<file path="config.mk">
export PLATFORM = sky130hd
export DESIGN_NAME = bus_tx_queue
export DESIGN_NICKNAME = d
export VERILOG_FILES = /design/src/rtl/bus_tx_queue.sv
export SDC_FILE = /design/constraint.sdc
export NUM_CORES = 1
export LEC_CHECK = 0
export BUFFER_PORTS_ARGS = -buffer_cell sky130_fd_sc_hd__buf_4
export CORE_ASPECT_RATIO = 1.1
export CORE_UTILIZATION = 54
export CTS_BUF_LIST = sky130_fd_sc_hd__clkbuf_16
export DETAILED_ROUTE_END_ITERATION = 8
export MAX_ROUTING_LAYER = met4
export PLACE_DENSITY = 0.73
export SYNTH_ARGS = -nofsm -noshare
export SYNTH_HDL_FRONTEND = slang
export SYNTH_SLANG_ARGS = --single-unit
</file>
<file path="constraint.sdc">
create_clock -name clk -period 4.4 [get_ports clk]
set_input_delay 0.88 -clock clk [delete_from_list [all_inputs] [get_ports clk]]
set_output_delay 0.88 -clock clk [all_outputs]
set_load 0.02 [all_outputs]
</file>
<file path="src/rtl/bus_tx_queue.sv">
// Transmit-side bus port: local writes queue packets, the bus arbiter pops them.
// Illegal destinations are filtered on entry; ovf/unf/err_dest are sticky.
module bus_tx_queue #(
    parameter int pckg_sz = 16,
    parameter int drvrs   = 4,
    parameter int depth   = 8,
    parameter int id      = 0
) (
    input  logic                     clk,
    input  logic                     reset,
    input  logic                     wr_en,
    input  logic [pckg_sz-1:0]       wr_data,
    input  logic                     pop,
    input  logic                     clr_flags,
    output logic                     pndng,
    output logic [pckg_sz-1:0]       D_pop,
    output logic                     full,
    output logic [$clog2(depth):0]   count,
    output logic                     ovf,
    output logic                     unf,
    output logic                     err_dest
);

    localparam int aw = $clog2(depth);
    localparam logic [aw:0] depth_c = (aw+1)'(depth);

    logic [pckg_sz-1:0] mem [depth];
    logic [aw-1:0]      rd_ptr;
    logic [aw-1:0]      wr_ptr;
    logic [7:0]         dest;
    logic               dest_bad;
    logic               do_pop;
    logic               do_wr;
    logic               ovf_ev;
    logic               unf_ev;
    logic               err_ev;

    assign dest     = wr_data[pckg_sz-1 -: 8];
    assign dest_bad = (dest == 8'(id)) ||
                      ((dest >= 8'(drvrs)) && (dest != 8'hFF));

    assign full   = (count == depth_c);
    assign pndng  = (count != '0);
    assign D_pop  = pndng ? mem[rd_ptr] : '0;

    // A pop on a full queue frees the slot the write reuses on the same edge.
    assign do_pop = pop && pndng;
    assign do_wr  = wr_en && !dest_bad && (!full || do_pop);
    assign err_ev = wr_en && dest_bad;
    assign ovf_ev = wr_en && !dest_bad && full && !do_pop;
    assign unf_ev = pop && !pndng;

    always_ff @(posedge clk) begin
        if (do_wr) begin
            mem[wr_ptr] <= wr_data;
        end
    end

    always_ff @(posedge clk or posedge reset) begin
        if (reset) begin
            rd_ptr   <= '0;
            wr_ptr   <= '0;
            count    <= '0;
            ovf      <= 1'b0;
            unf      <= 1'b0;
            err_dest <= 1'b0;
        end else begin
            if (do_wr) begin
                wr_ptr <= wr_ptr + aw'(1);
            end
            if (do_pop) begin
                rd_ptr <= rd_ptr + aw'(1);
            end
            if (do_wr && !do_pop) begin
                count <= count + (aw+1)'(1);
            end else if (do_pop && !do_wr) begin
                count <= count - (aw+1)'(1);
            end
            // Set wins over a same-cycle clear.
            ovf      <= (ovf && !clr_flags) || ovf_ev;
            unf      <= (unf && !clr_flags) || unf_ev;
            err_dest <= (err_dest && !clr_flags) || err_ev;
        end
    end

endmodule

</file>
# After elaboration in Yosys (flattened, before gate mapping)
# Memories as Yosys holds them, arrays and structs flattened.
# Index checks and enable logic that the tools add are counted.
# totals
register_bits	13
ramBits	128
inputBits	21
n_memories	1
wordCells	46
# memory_table
memory	words	word_bits	read_ports	rd_ports_with_merged_regs	write_ports	line	source
mem	8	16	1	0	1	27	logic [pckg_sz-1:0] mem [depth];
# op_classes
n_reduce_logical	27
n_lt_le_gt_ge	1
addsub	4
n_eq_ne	2
muxes	5
# op_table
operator	n
$mux W16	1
$logic_and A1 B1 Y1	13
$ge A8 B3 Y1 const B	1
$logic_not A8 Y1	1
$mux W4	2
$ne A8 B8 Y1 const B	1
$add A3 B1 Y3 const B	2
$logic_not A1 Y1	6
$logic_or A1 B1 Y1	5
$add A4 B1 Y4 const B	1
$eq A4 B4 Y1 const B	1
$reduce_bool A4 Y1	1
$sub A4 B1 Y4 const B	1
$mux W1	2
$reduce_bool A2 Y1	1

# Logic depth before layout (Yosys ltp)
# Gate-level depths: netlist (run 1).
# logic_depth
word_depth	10
depth_mapped	12

# Least setup slack after synthesis (run 1)
# Ideal clock, no wire load.
# synth_timing
kind	input to register
from	input port wr_data[11]
to	memory mem[0][0], enable pin
setup_time_ns	0.430
path_buffers	1
slack_ns	0.470
t_arrival_ns	3.499
cell_stages	5
cell_sequence	or4_4 > nor4_4 > o221ai_2 > buf_6 > nor4_1
# synth_between
elab_chain_len	8
word_cells_on_any_way	10
cone_classes	order compare (1); eq/ne (1); mux (2); reduce/logical (6)
# synth_rtl
item	line	source
from (decl)	12	input logic [pckg_sz-1:0] wr_data,
$ge A8 B3 Y1 or $ne A8 B8 Y1 (tied branches)	40	((dest >= 8'(drvrs)) && (dest != 8'hFF));
$logic_and A1 B1 Y1	40	
$logic_or A1 B1 Y1 *	39	assign dest_bad = (dest == 8'(id)) ||
$logic_not A1 Y1 *	48	assign do_wr = wr_en && !dest_bad && (!full || do_pop);
$logic_and A1 B1 Y1 * (2 in series)	48	
$mux W1 *	54	if (do_wr) begin
$mux W1 (implied by the code) *	55	mem[wr_ptr] <= wr_data;
to (decl)	27	
# Every way passes the cells marked *; elsewhere a longest branch is shown, timed or not.

# Worst setup path in the final report (run 1)
# layout_timing
from	input port wr_data[11]
to	register count[3]
# layout_between
elab_chain_len	9
word_cells_on_any_way	13
cone_classes	order compare (1); eq/ne (1); mux (1); reduce/logical (10)
# layout_rtl
item	line	source
$ge A8 B3 Y1 or $ne A8 B8 Y1 (tied branches)	40	
$logic_and A1 B1 Y1	40	
$logic_or A1 B1 Y1 *	39	
$logic_not A1 Y1 *	48	
$logic_and A1 B1 Y1 * (2 in series)	48	
via do_wr	33	logic do_wr;
$logic_not A1 Y1	76	end else if (do_pop && !do_wr) begin
$logic_and A1 B1 Y1	76	
$reduce_bool A2 Y1 (no line)	n/a	
to (signal assigned)	75	count <= count + (aw+1)'(1);
to (signal assigned)	77	count <= count - (aw+1)'(1);
to (decl)	18	output logic [$clog2(depth):0] count,
# Mark *: on every way through the listed nets, which the timed path passes. The rest lies on a longest branch.
# A chain may end at the register's enable or synchronous reset.

==> results of run 1 <==
[worst register-to-register path, delay by kind of cell (launching register included)]
family                   cells  cell delay, ns
AO/OA/AOI/OAI                5            1.35
adder cells (fa/ha/maj)      2            0.46
buffers and inverters        2            0.23
flip-flops                   1            0.48
AND/OR/NAND/NOR              1            0.65
[registers in the layout, indices dropped and copies added (netlist names)]
signal    count
count         4
err_dest      1
mem         128
ovf           1
rd_ptr        3
unf           1
wr_ptr        3
[cells in the final DEF (no fill, tap or decap), types with 5 or more instances in the layout]
cell type and instances:
edfxtp_1 128, buf_4 57, mux4_2 32, nor2_1 19
clkbuf_16 17, mux2i_1 16, dfrtp_1 11, inv_1 10
xnor2_1 6, ha_1 5, bufinv_16 5, clkinv_1 5
[through the flow]
stage	power (µW)	setup slack, ns	instance area, µm²
6_report	4410	0.959	6920
5_1_grt	4610	0.835	6920
4_1_cts	4450	1.02	6920
3_5_place_dp	2940	0.577	6290
3_3_place_gp	2930	0.749	6290
2_1_floorplan	2510	0.470	5710
[worst paths after layout]
| path | startpoint | endpoint | slack [ns] | depth (start not counted) |
|---|---|---|---|---|
| worst min-delay path | reset | wr_ptr[2] | 0.51 | 2 |
| max in group asynchronous | reset | rd_ptr[1] | 3.51 | 2 |
| worst max-delay path | wr_data[11] | count[3] | 0.96 | 12 |
| min in group clk | unf | unf | 0.54 | 2 |
| worst min register to register | unf | unf | 0.54 | 2 |
| worst max register to register | count[0] | count[3] | 1.12 | 10 |
[power groups by stage]
stage,Sequential (µW),Combinational [µW],Clock [µW]
floorplan,1600,910,0
global placement,1750,1180,0
detailed placement,1750,1200,0
CTS,1720,1210,1530
global route,1740,1290,1580
finish,1710,1190,1510
[area by class of cell]
type	count	area share (%)
Clock inverter	15	2.91
Inverter	10	0.542
Tap cell	143	2.59
Multi-Input combinational cell	117	21.3
Clock buffer	17	6.15
Timing Repair Buffer	57	6.18
Sequential cell	141	60.3
[cells by family (layout without fill, tap and decap cells)]
group	Yosys count	after routing	synth area share, %
buf+inv	25	99	1.88
fa+ha+maj	6	6	1.45
xor+xnor	6	6	0.920
simple gates	40	40	4.88
flops	141	141	73.0
mux	51	51	16.0
compound gates	14	14	1.88
[layer usage]
layer  routed length (µm)  part of all wire (%)  GRT usage [%]
met1                 4690                    43           29.4
met5                    0                     0              -
met2                 5550                    51           35.8
met3                  449                   4.2           5.59
met4                   99                  0.92           8.28
==> summary.txt, run 1 <==
Clocking
  • Clock Root Buffer: clkbuf_16
  • TritonCTS clock tree: yes
  • H-tree levels: 4
  • Clk buf depth: 2
  • Post-CTS Resized: 0
  • TritonCTS Buffers: 17
  • CTS hold repair buffers: 0
  • Clock Latency Late Sink: just over 0.4 ns
  • Clk sinks: around 140
  • Setup Fix Bufs, Post-CTS: 0
  • Clock-pin slew on the worst setup and hold paths: around 0.060 ns

Synth
  • Mapped Cells: ~280
  • Area share of the largest cell type after synthesis: between 60% and 70%
  • Synth Net Count: 310
  • Ys async rst share: under 10%
  • Area contributors post-synth: edfxtp_1, mux4_2, dfrtp_1
  • Synth Warn #: 0
  • Post-synthesis cell type count: 35
  • Ys flop type: edfxtp_1
  • Syn Std Cell Area: 5710 µm²
  • Post-synthesis register bit count: between 100 and 150
  • Most frequent cell after synthesis: edfxtp_1
  • Top cell type by total area after synthesis: edfxtp_1
  • Post-synth top cells: edfxtp_1, mux4_2, nor2_1
  • Mapped Avg Cell Area: between 20 and 25 µm²
  • EDFF count, synth: roughly 130
  • Sequential element share of the synthesized area: between 70 and 80%

Placed design
  • I/O Buffers: 45
  • DP Cell Count: 468
  • Post-DP HPWL: 6130 µm
  • GPL Wtd Cong: between 0.7 and 0.8

Power and ir drop
  • Switching power: 1270 µW
  • Clk pwr share: approximately a third
  • Internal: 3140 µW
  • Peak supply drop: 471 µV
  • Switching portion of total power: between 20% and 30%
  • Seq pwr share: around 40%
  • Pwr dens: between 600 and 700 nW/µm²
  • Leakage power: between 0.002 and 0.0025 µW
  • Comb power frac: between 20% and 30%

Floorplanning
  • I/O pin cnt: 46
  • Die X-Extent: about 100 µm
  • Initial Utilization: 55.2%
  • Die Ht: around 110 µm
  • Site row count: 39
  • Die area: ~11000 µm²
  • Core area: about 10000 µm²

Layout
  • Sequential Area: approximately 4200 µm²
  • Layout Area Growth over Synthesis: 21.1%
  • Nets: around 370
  • Core Util, Final: between 60% and 70%
  • Layout cells sized above 1: 37.3%
  • Diode count: 0
  • Non-Filler Instances: 500
  • Fill count: ~710
  • Multi-input logic area: about 1500 µm²

Global route
  • GRT Total Usage: a little under a quarter
  • Total gr overflow: 0
  • Number of global-route vias before repair: between 3000 and 4000
  • Largest net degree at the start of global routing: 35
  • Initial antenna violation count: 0
  • First-pass GRT wire length: ~17000 µm

Routing
  • Total vias in the final route: ~2800
  • WL per Instance: about 22 µm
  • Pre-Repair DR Iteration Count: 4
  • WL final: about 11000 µm
  • DR iter-0 viols: approximately 160
  • DRC Markers: 0
  • Detail Route Antenna Nets: 0
  • Vias/cell: 5.66

Worst setup path
  • Setup CP Type: input pin to register
  • Worst-path cell chain: buf_4 > or4_4 > nor4_4 > o221ai_2 > inv_1 > ha_1 > inv_1 > ha_1 > a21o_1 > a2111oi_0 > a31oi_1 > a221o_1
  • Slowest stage delay, CP: ~0.54 ns
  • Critical path capture point type: register
  • Critical Path Source Type: input pin
  • Critical Path Fanout Max: 10
  • Buf+Inv Stages, Crit Path: 3
  • Critical-path top delay cell: or4_4
  • Top delay family on crit path: compound AO/OA/AOI/OAI gates
  • CP required: ~4.7 ns
  • Worst Path Arrival: ~3.7 ns

Min path
  • Worst Hold Class: input pin to async pin

Timing
  • RSZ-0062 raised after global routing: no
  • Worst Skew: slightly above 0.008 ns
  • # setup viols final: 0
  • Final Hold Vio Count: 0
  • Tmin final: 3.44 ns
  • Worst slew pin tran: between 1 and 1.5 ns
  • Final Max Tran Viols: 0
  • Max Fclk: just under 300 MHz
  • Hold_ws: just over 0.5 ns
  • Rel. slew slack: a little under a quarter
  • Final worst-path cycle share: roughly four fifths
  • Setup_tns: 0 ns

Outcome
  • Outcome: complete, no violations

Run
  • Max-cap violation count: 0
Note: power is estimated with default switching activity, not from simulation.
==> run 2: changes to the inputs <==
--- a/config.mk
+++ b/config.mk
@@ -7,11 +7,11 @@
 export LEC_CHECK = 0
 export BUFFER_PORTS_ARGS = -buffer_cell sky130_fd_sc_hd__buf_4
 export CORE_ASPECT_RATIO = 1.1
-export CORE_UTILIZATION = 54
+export CORE_UTILIZATION = 53
 export CTS_BUF_LIST = sky130_fd_sc_hd__clkbuf_16
 export DETAILED_ROUTE_END_ITERATION = 8
 export MAX_ROUTING_LAYER = met4
-export PLACE_DENSITY = 0.73
+export PLACE_DENSITY = 0.75
 export SYNTH_ARGS = -nofsm -noshare
 export SYNTH_HDL_FRONTEND = slang
 export SYNTH_SLANG_ARGS = --single-unit
==> constraint.sdc (replaced) <==
create_clock -name clk -period 3.1 [get_ports clk]
set_input_delay 0.62 -clock clk [delete_from_list [all_inputs] [get_ports clk]]
set_output_delay 0.62 -clock clk [all_outputs]
set_load 0.02 [all_outputs]
==> summary.txt, run 2 (synthesis gave the netlist of run 1 again) <==
Timing
  • Setup_tns: 0 ns
  • Rel. slew slack: roughly two thirds
  • Final Max Tran Viols: 0
  • Final worst-path cycle share: 94.8%
  • Worst Skew: 0.00515 ns
  • RSZ-0062 raised after global routing: no
  • Worst slew pin tran: 0.511 ns
  • Max Fclk: ~340 MHz
  • Final Hold Vio Count: 0
  • Tmin final: slightly below 3 ns
  • # setup viols final: 0

Layout
  • Core Util, Final: 67.5%
  • Top flop regs: mem x128, count x4
  • Top reg by flops: mem
  • Fill count: ~700
  • Commonest non-fill, non-tap cells in the layout: edfxtp_1, buf_4, mux4_2, nor2_1, clkbuf_16
  • Layout cells sized above 1: approximately two fifths
  • Diode count: 0
  • Max FFs per register: ~130
  • Nets: about 400
  • Most common cell after layout, fill and taps aside: edfxtp_1
  • Design area: around 7100 µm²
  • Layout Area Growth over Synthesis: 23.4%

Routing
  • WL per Instance: 20.7 µm
  • Pre-Repair DR Iteration Count: 4
  • Total vias in the final route: roughly 2900
  • Vias/cell: around 5.7
  • DR iter-0 viols: 190
  • WL final: approximately 11000 µm
  • Detail Route Antenna Nets: 0
  • DRC Markers: 0

Power and ir drop
  • Clk pwr share: around 32%
  • Comb power frac: 32.5%
  • Switching portion of total power: about 30%
  • Pwr dens: approximately 880 nW/µm²
  • Switching power: between 1500 and 2000 µW
  • Seq pwr share: between 30 and 40%
  • Tot Pwr: 6230 µW
  • Internal: about 4400 µW
  • Peak supply drop: ~570 µV
  • Leakage power: ~0.0025 µW

Global route
  • Total gr overflow: 0
  • Largest net degree at the start of global routing: 33
  • GRT Total Usage: 22.0%
  • First-pass GRT wire length: 16900 µm
  • Initial antenna violation count: 0
  • Number of global-route vias before repair: 3006

Placed design
  • GPL Wtd Cong: 0.840
  • I/O Buffers: 45
  • Post-DP HPWL: ~6300 µm
  • Placed inst area: approximately 6500 µm²

Clocking
  • Clock-pin slew on the worst setup and hold paths: ~0.06 ns
  • H-tree levels: 4
  • Clk sinks: 141
  • TritonCTS Buffers: 17
  • Clk buf depth: 2
  • Clock Latency Late Sink: around 0.40 ns
  • CTS hold repair buffers: 0
  • TritonCTS clock tree: yes
  • Clock Root Buffer: clkbuf_16

Worst setup path
  • End of the worst register-to-register path: count[3]
  • Reg2reg path depth: 10
  • Reg2reg start: count[0]
  • Critical Path Fanout Max: 4
  • Worst Path Arrival: 3.23 ns
  • Critical Path Source Type: register
  • CP required: between 3 and 4 ns
  • FF-to-FF setup slack: roughly 0.16 ns
  • Critical path capture point type: register
  • Setup CP Type: register to register

Min path
  • Worst Hold Class: input pin to async pin

Run
  • Max-cap violation count: 0

Floorplanning
  • Core area: 10400 µm²
  • Initial Utilization: between 50% and 60%
  • Die area: approximately 11000 µm²
  • I/O pin cnt: between 40 and 50
  • Die X-Extent: ~100 µm
  • Site row count: 39
  • Die Ht: between 100 and 150 µm

Outcome
  • Outcome: complete, no violations
==> run 2: routing by layer <==
| layer | up-vias | share of wire (%) | GRT usage [%] |
|---|---|---|---|
| li1 | 1305 | - | - |
| met2 | 91 | 53 | 35.1 |
| met4 | 0 | 2.3 | 9.66 |
| met5 | - | 0 | - |
| met3 | 25 | 4.2 | 3.97 |
| met1 | 1525 | 41 | 27.9 |
==> run 2: worst max path at each step <==
stage | start | to | slack, ns
3_5_place_dp | wr_data[12] | count[3] | -0.26
5_1_grt | count[0] | count[3] | 0.02
6_report | count[0] | count[3] | 0.16
3_3_place_gp | wr_data[12] | count[3] | -0.13
4_1_cts | count[0] | count[3] | 0.12
2_1_floorplan | wr_data[11] | mem[0][0] | -0.57
==> run 2: what timing repair did <==
item | CTS | global route
gates resized for setup | 0 | 1
setup endpoints to repair | 0 | 1
setup buffers | 0 | 0
==> run 2: critical path, stage by stage, from the launching register on <==
cell and delay, ns:
dfrtp_1 0.38, or4b_1 0.64, o221ai_2 0.22, inv_1 0.07, ha_1 0.19, inv_1 0.08
ha_1 0.23, a21o_1 0.19, a2111oi_1 0.43, a31oi_1 0.08, a221o_1 0.33
==> run 2: area by class of cell <==
| class | instances | area, µm² | area share (%) |
|---|---|---|---|
| flip-flops and latches | 141 | 4170 | 59.1 |
| multi-input cells | 117 | 1480 | 21.0 |
| repair buffers | 75 | 588 | 8.34 |
| clock buffers | 17 | 425 | 6.03 |
| well taps | 143 | 179 | 2.54 |
| clock inverters | 15 | 174 | 2.47 |
| inverters | 10 | 37.5 | 0.532 |
==> run 2: power by group through the flow <==
stage	registers (µW)	clock network [µW]	logic [µW]
finish	2210	2000	2030
CTS	2210	2020	2060
global placement	2240	0	2010
detailed placement	2240	0	2030
global route	2210	2100	2180
floorplan	2270	0	1290
==> run 2: metrics by stage <==
step / hold WS, ns / std cells / setup slack (ns)
finish: 0.246 / 518 / 0.163
CTS: 0.255 / 518 / 0.118
detailed placement: 0.464 / 486 / -0.263
floorplan: 0.497 / 283 / -0.570
global route: 0.279 / 518 / 0.0202
global placement: 0.460 / 486 / -0.129
==> run 3: changes to the inputs <==
--- a/config.mk
+++ b/config.mk
@@ -7,11 +7,13 @@
 export LEC_CHECK = 0
 export BUFFER_PORTS_ARGS = -buffer_cell sky130_fd_sc_hd__buf_4
 export CORE_ASPECT_RATIO = 1.1
-export CORE_UTILIZATION = 53
+export CORE_UTILIZATION = 54
 export CTS_BUF_LIST = sky130_fd_sc_hd__clkbuf_16
 export DETAILED_ROUTE_END_ITERATION = 8
+export GPL_ROUTABILITY_DRIVEN = 1
 export MAX_ROUTING_LAYER = met4
-export PLACE_DENSITY = 0.75
+export PLACE_DENSITY = 0.73
 export SYNTH_ARGS = -nofsm -noshare
 export SYNTH_HDL_FRONTEND = slang
 export SYNTH_SLANG_ARGS = --single-unit
+export TNS_END_PERCENT = 30
==> constraint.sdc (replaced) <==
create_clock -name clk -period 3.2 [get_ports clk]
set_input_delay 0.64 -clock clk [delete_from_list [all_inputs] [get_ports clk]]
set_output_delay 0.64 -clock clk [all_outputs]
set_load 0.02 [all_outputs]
==> summary.txt, run 3 (synthesis gave the netlist of run 1 again) <==
Worst setup path
  • Buf+Inv Stages, Crit Path: 2
  • Top delay family on crit path: compound AO/OA/AOI/OAI gates
  • Critical-path top delay cell: or4b_4
  • Setup crit start: count[1]
  • Worst Path Arrival: 3.25 ns
  • Critical path capture point type: register
  • Setup CP Type: register to register
  • Slowest stage delay, CP: about 0.60 ns
  • Critical Path Fanout Max: 6
  • CP required: between 3 and 4 ns
  • Reg2reg start: count[1]
  • Critical Path Source Type: register
  • Worst-path cell chain: or4b_4 > o221ai_2 > inv_1 > ha_1 > inv_1 > ha_1 > a21o_1 > a2111oi_1 > a31oi_1 > a221o_1

Clocking
  • Clock-pin slew on the worst setup and hold paths: 0.06 ns
  • Clk buf depth: 2
  • TritonCTS clock tree: yes
  • Clk sinks: about 140
  • H-tree levels: 4
  • Clock Root Buffer: clkbuf_16
  • TritonCTS Buffers: 17
  • Clock Latency Late Sink: 0.41 ns

Global route
  • First-pass GRT wire length: around 16000 µm
  • Largest net degree at the start of global routing: 33
  • GRT Total Usage: roughly 22%
  • Number of global-route vias before repair: around 3000
  • Total gr overflow: 0
  • Initial antenna violation count: 0

Floorplanning
  • Die Ht: approximately 110 µm
  • Die X-Extent: ~100 µm
  • I/O pin cnt: 46
  • Site row count: 39
  • Core area: 10300 µm²
  • Initial Utilization: around 55%
  • Die area: 11000 µm²

Timing
  • Final Max Tran Viols: 0
  • Worst Skew: between 0.007 and 0.008 ns
  • Worst slew pin tran: ~0.53 ns
  • Tmin final: slightly below 3 ns
  • Post-route setup slack: roughly 0.24 ns
  • # setup viols final: 0
  • Max Fclk: around 340 MHz
  • Final Hold Vio Count: 0
  • Final worst-path cycle share: approximately 92%
  • Rel. slew slack: approximately two thirds
  • RSZ-0062 raised after global routing: no

Placed design
  • Setup WS pre-CTS: -0.230 ns
  • Post-DP HPWL: 6360 µm
  • GPL Wtd Cong: 0.747
  • I/O Buffers: 45
  • Placed inst area: about 6400 µm²

Run
  • Max-cap violation count: 0

Routing
  • Detail Route Antenna Nets: 0
  • WL final: approximately 11000 µm
  • DR iter-0 viols: between 200 and 250
  • Pre-Repair DR Iteration Count: 4
  • Total vias in the final route: 2901
  • WL per Instance: between 20 and 25 µm
  • DRC Markers: 0
  • Vias/cell: between 5 and 6

Layout
  • Commonest non-fill, non-tap cells in the layout: edfxtp_1, buf_4, mux4_2, nor2_1, clkbuf_16
  • Fill count: a little over 700
  • Nets: 381
  • Top reg by flops: mem
  • Most common cell after layout, fill and taps aside: edfxtp_1
  • Layout cells sized above 1: a little under two fifths
  • Diode count: 0
  • Top flop regs: mem x128, count x4
  • Design area: 6890 µm²
  • Max FFs per register: between 100 and 150
  • Layout Area Growth over Synthesis: 20.6%

Min path
  • Worst Hold Class: input pin to async pin

Power and ir drop
  • Leakage power: 0.00243 µW
  • Pwr dens: 826 nW/µm²
  • Peak supply drop: roughly 440 µV

Outcome
  • Outcome: complete, no violations
-- run 3: area by class of cell --
type	count	area (µm²)	share of cell area, %
repair buffers	67	528	7.66
well taps	143	179	2.60
flip-flops and latches	141	4170	60.5
clock buffers	17	425	6.17
inverters	10	37.5	0.545
clock inverters	15	70.1	1.02
multi-input cells	117	1480	21.5
-- run 3: final timing paths --
check | endpoint | slack, ns | cells after the start
max | count[3] | 0.24 | 10
min | wr_ptr[2] | 0.27 | 2
max reg2reg | count[3] | 0.24 | 10
min reg2reg | err_dest | 0.54 | 2
max in group asynchronous | rd_ptr[0] | 2.55 | 2
min in group clk | ovf | 0.43 | 2
-- run 3: per-stage QoR --
step | cells | util [%] | TNS, ns | hold WS [ns] | power, µW
floorplan | 283 | - | -17.88 | 0.517 | 3450
global placement | 478 | 61.8 | -0.0267 | 0.524 | 4090
detailed placement | 478 | 61.8 | -0.230 | 0.520 | 4130
CTS | 510 | 66.6 | 0 | 0.261 | 5750
global route | 510 | 66.6 | 0 | 0.290 | 5950
finish | 510 | 66.6 | 0 | 0.267 | 5690
-- run 3: timing repair --
action | in CTS | in global routing
buffers inserted | 0 | 0
hold buffers | 0 | 0
endpoints found under the setup margin | 0 | 1
resized for setup | 0 | 2
-- run 3: where the power goes --
group,leakage [µW],internal (µW),total (µW),switching [µW]
Combinational,0.000858,930,1880,945
Clock,0.000257,955,1620,666
Sequential,0.00131,2070,2200,125
-- run 3: layer usage --
layer | global-route usage (%) | share of wire [%] | up-vias
li1 | - | - | 1291
met1 | 26.0 | 41 | 1504
met2 | 37.4 | 53 | 84
met3 | 4.77 | 3.7 | 22
met4 | 9.01 | 1.8 | 0
met5 | - | 0 | -
